## src/rtl/vc_credit_tx_pkg.sv

```systemverilog
// Shared configuration for the VC credit transmitter: packet type and credit-width helper.
package vc_credit_tx_pkg;

    localparam int PKT_W = 32;

    typedef struct packed {
        logic [3:0]  src;
        logic [27:0] payload;
    } packet_t;

    // Counter must hold the full range 0..DEPTH inclusive.
    function automatic int CREDIT_W(input int depth);
        return $clog2(depth + 1);
    endfunction

endpackage

```

## src/rtl/vc_credit_tx_counter.sv

```systemverilog
// Per-VC credit counter: tracks free downstream slots, saturates at DEPTH.
// Overflow detection is built only when VC_CREDIT_ERR_EN is defined.
module vc_credit_counter
    import vc_credit_tx_pkg::*;
#(
    parameter int DEPTH = 4
) (
    input  logic clk,
    input  logic reset,
    input  logic i_dec,
    input  logic i_inc,
    output logic o_avail,
    output logic o_ovf
);

    localparam int W = CREDIT_W(DEPTH);
    localparam logic [W-1:0] FULL = W'(DEPTH);

    logic        [W-1:0] r_credit_p1;
    logic                r_avail_p1;
    logic        [W:0]   w_sum;
    logic        [W-1:0] w_next;

    function automatic logic [W-1:0] sat_credit(input logic [W:0] v);
        return (v > (W+1)'(DEPTH)) ? FULL : v[W-1:0];
    endfunction

    // Decrement is gated upstream by o_avail, so the sum never goes below zero.
    assign w_sum  = {1'b0, r_credit_p1} + (W+1)'(i_inc) - (W+1)'(i_dec);
    assign w_next = sat_credit(w_sum);

    // ---- stage p1: credit state and registered availability ----
    always_ff @(posedge clk) begin
        if (reset) begin
            r_credit_p1 <= FULL;
            r_avail_p1  <= 1'b1;
        end else begin
            r_credit_p1 <= w_next;
            r_avail_p1  <= (w_next != '0);
        end
    end

    assign o_avail = r_avail_p1;

`ifdef VC_CREDIT_ERR_EN
    assign o_ovf = i_inc & ~i_dec & (r_credit_p1 == FULL);
`else
    assign o_ovf = 1'b0;
`endif

endmodule

```

## src/rtl/vc_credit_tx.sv

```systemverilog
// Credit-based VC link transmitter: onehot check, accept gate, output register.
// Optional sticky error detection enabled by the VC_CREDIT_ERR_EN macro.
module vc_credit_tx
    import vc_credit_tx_pkg::*;
#(
    parameter int M     = 4,
    parameter int DEPTH = 4
) (
    input  logic          clk,
    input  logic          reset,
    input  packet_t       i_data,
    input  logic          i_data_val,
    input  logic [0:M-1]  i_vc,
    output logic          o_en,
    output packet_t       o_data,
    output logic [0:M-1]  o_data_val,
    input  logic [0:M-1]  i_credit,
    output logic [0:M-1]  o_vc_avail,
    output logic          o_err
);

    logic          w_onehot;
    logic          w_accept;
    logic [0:M-1]  w_avail;
    logic [0:M-1]  w_ovf;
    packet_t       r_data_p1;
    logic [0:M-1]  r_vld_p1;

    assign w_onehot = (i_vc != '0) && ((i_vc & (i_vc - M'(1))) == '0);
    assign o_en     = w_onehot && |(i_vc & w_avail);
    assign w_accept = i_data_val && o_en;

    for (genvar g = 0; g < M; g++) begin : g_vc
        vc_credit_counter #(
            .DEPTH (DEPTH)
        ) u_cnt (
            .clk     (clk),
            .reset   (reset),
            .i_dec   (w_accept & i_vc[g]),
            .i_inc   (i_credit[g]),
            .o_avail (w_avail[g]),
            .o_ovf   (w_ovf[g])
        );
    end

    // ---- stage p1: link output register ----
    always_ff @(posedge clk) begin
        if (reset) begin
            r_data_p1 <= '0;
            r_vld_p1  <= '0;
        end else begin
            r_vld_p1 <= w_accept ? i_vc : '0;
            if (w_accept) begin
                r_data_p1 <= i_data;
            end
        end
    end

    assign o_data     = r_data_p1;
    assign o_data_val = r_vld_p1;
    assign o_vc_avail = w_avail;

`ifdef VC_CREDIT_ERR_EN
    logic r_err_p1;

    always_ff @(posedge clk) begin
        if (reset) begin
            r_err_p1 <= 1'b0;
        end else begin
            r_err_p1 <= r_err_p1 | (i_data_val & ~w_onehot) | (|w_ovf);
        end
    end

    assign o_err = r_err_p1;
`else
    logic w_unused_ovf;

    assign w_unused_ovf = |w_ovf;
    assign o_err        = 1'b0;
`endif

endmodule
```

## config.mk

```make
export PLATFORM = sky130hd
export DESIGN_NAME = vc_credit_tx
export DESIGN_NICKNAME = d
export VERILOG_FILES = /design/src/rtl/vc_credit_tx_pkg.sv /design/src/rtl/vc_credit_tx_counter.sv /design/src/rtl/vc_credit_tx.sv
export SDC_FILE = /design/constraint.sdc
export NUM_CORES = 1
export LEC_CHECK = 0
export ABC_AREA = 1
export CAP_MARGIN = 40
export CORE_MARGIN = 3
export CORE_UTILIZATION = 48
export CTS_CLUSTER_DIAMETER = 60
export DETAILED_ROUTE_END_ITERATION = 7
export GPL_ROUTABILITY_DRIVEN = 0
export HOLD_SLACK_MARGIN = 0.06
export PLACE_DENSITY = 0.91
export SYNTH_ARGS = -nofsm -noshare
export SYNTH_HDL_FRONTEND = slang
export SYNTH_HIERARCHICAL = 1
export SYNTH_SLANG_ARGS = --single-unit
```

## constraint.sdc

```tcl
create_clock -name clk -period 3.4 [get_ports clk]
set_input_delay 0.51 -clock clk [delete_from_list [all_inputs] [get_ports clk]]
set_output_delay 0.51 -clock clk [all_outputs]
set_load 0.02 [all_outputs]
```

==> impl_results.md <==
- Status: completed
- Post-CTS Setup Bufs: 0
- Largest net degree at the start of global routing: 34
- Die height: 84.6 um
- Antenna viol nets, final: 0
- Startpoint type of the worst setup path: input port
- Vias: 2868
- Die Wd: roughly 85 um
- H-tree levels: 2
- Post-synthesis area per instance: around 6.6 um2
- YS warnings: 6
- Vias per std cell: 4.76
- Critical Path AT: 2.52 ns
- Final std cells w/o fill: 602
- Sw Share: 0.304
- Port Buffers: 83
- Clk_skew: 0.00844 ns
- Comb pwr share: 0.278
- Max_cap viols: 0
- Critical setup path kind: in2out
- Internal power: about 0.0011 W
- Hold/Removal Path Class: reg2reg
- FMAX: 330 MHz
- Unrepaired setup endpoints after global routing: false
- DR iter-0 viols: approximately 100
- GRT Overall Usage: 0.203
- CP max FO: 33
- NetSw: roughly 0.00046 W
- Syn Nets: 514
- Root Driver: clkbuf_8
- Hold_buf cts: 0
- Peak VDD IR: 221 uV
- P_leak: 2.04 nW
- Clock Pin Slew Worst Setup and Hold Paths: 0.09 ns
- Initial DRT Pass Iterations: 4
- Critical path capture point type: primary output
- Tmin final: between 3 and 4 ns
- First-pass GRT wire length: 12.2 mm
- Rows: 27
- Cell count after synthesis: approximately 450
- Period utilisation layout: 0.891
- Setup TNS: 0 ns
- WL/cell: 12.0 um
- Initial antenna violation count: 0
- Clock Tree Buf Depth: 2
- PostCTS Resize Cnt: 0
- Slew Limit Fails: 0
- DRC viols: 0
- Ant diodes: 0
- Area delta synth->final: 32.7%
- Starting Density: 0.516
- Clk pwr share: 0.280
- Area of the mapped netlist: 2960 um2
- Post-DP HPWL: roughly 5.4 mm
- Share of cells above drive strength 1: 0.0396
- Flop pwr share: 0.442
- Grt ovf: 0
- Clock sinks: 52
- NumNets Final: slightly below 600
- Die ar.: 7150 um2
- Number of instances in the placed design: 594
- Worst-skew pair later-pin latency: about 0.3 ns
- Final Hold Viols: 0
- Ports: 85
- CTS tree: done
- Critical Path RT: between 2 and 3 ns
- Cts bufs inserted: 5
- Vias in the first global route: 2765
- Core box area: ~5700 um2
- Cell area power density: about 390 nW/um2
- Final setup viols: 0
- Routed wire length: 7.22 mm
==> flip-flops by register name, indices dropped and copies added (netlist names) <==
signal                  cells
o_data_val                  4
g_vc.u_cnt/o_avail          4
g_vc.u_cnt/r_credit_p1     12
o_data                     32
==> worst max-delay path, stage by stage <==
cell and delay, ns:
clkdlybuf4s50_1 0.48, nor2_1 0.22, nor2_1 0.10, nor2_4 0.12, buf_4 0.32, and2_1 0.17, clkdlybuf4s50_1 0.60
==> metal layers <==
layer / GRT usage / up-vias / share of wire
li1: - / 1479 / -
met1: 0.248 / 1268 / 0.42
met2: 0.352 / 98 / 0.49
met3: 0.0373 / 23 / 0.065
met4: 0.0777 / 0 / 0.032
met5: 0 / - / 0
==> through the flow <==
stage	setup slack (ns)	total power, W	hold WS, ns	utilization	area (um2)
final	0.370	0.00152	0.502	0.685	3930
after global routing	0.218	0.00160	0.547	0.685	3930
after CTS	0.378	0.00153	0.506	0.685	3930
after detailed placement	0.195	0.00110	0.484	0.665	3820
after global placement	0.377	0.00109	0.483	0.665	3820
after floorplan	0.832	0.000941	0.465	-	2960
==> path summary, 6_finish.rpt <==
path	slack, ns	to	depth (start not counted)	startpoint
worst min register to register	0.50	g_vc[3].u_cnt/r_credit_p1[2]	2	g_vc[3].u_cnt/r_credit_p1[2]
worst max-delay path	0.37	o_en	7	i_vc[0]
worst min-delay path	0.50	g_vc[3].u_cnt/r_credit_p1[2]	2	g_vc[3].u_cnt/r_credit_p1[2]
worst max register to register	0.90	g_vc[1].u_cnt/o_avail	13	g_vc[3].u_cnt/o_avail
==> cells in the final DEF (no fill, tap or decap), drive strengths merged, types with 2 or more instances in the layout <==
| cell | n |
|---|---|
| a21oi | 6 |
| and2 | 3 |
| buf | 6 |
| clkbuf | 5 |
| clkdlybuf4s50 | 83 |
| dfxtp | 52 |
| fa | 4 |
| ha | 16 |
| inv | 132 |
| nand2 | 100 |
| nand3 | 23 |
| nand4 | 34 |
| nor2 | 55 |
| nor3 | 4 |
| xnor2 | 2 |
==> layout make-up <==
| class | instances | area [um2] |
|---|---|---|
| inverter | 132 | 495 |
| sequential | 52 | 1040 |
| fill | 462 | 1810 |
| multi-input combinational | 249 | 1320 |
| timing repair buffer | 89 | 876 |
| clock inverter | 3 | 42.5 |
| tap | 72 | 90.1 |
| clock buffer | 5 | 68.8 |
==> power by group through the flow <==
stage / combinational (W) / clock, W / sequential, W
after floorplan: 0.000219 / 0 / 0.000723
after global placement: 0.000403 / 0 / 0.000683
after detailed placement: 0.000419 / 0 / 0.000685
after CTS: 0.000422 / 0.000435 / 0.000671
after global routing: 0.000470 / 0.000458 / 0.000676
final: 0.000421 / 0.000425 / 0.000671
(Power assumes the default switching activity.)
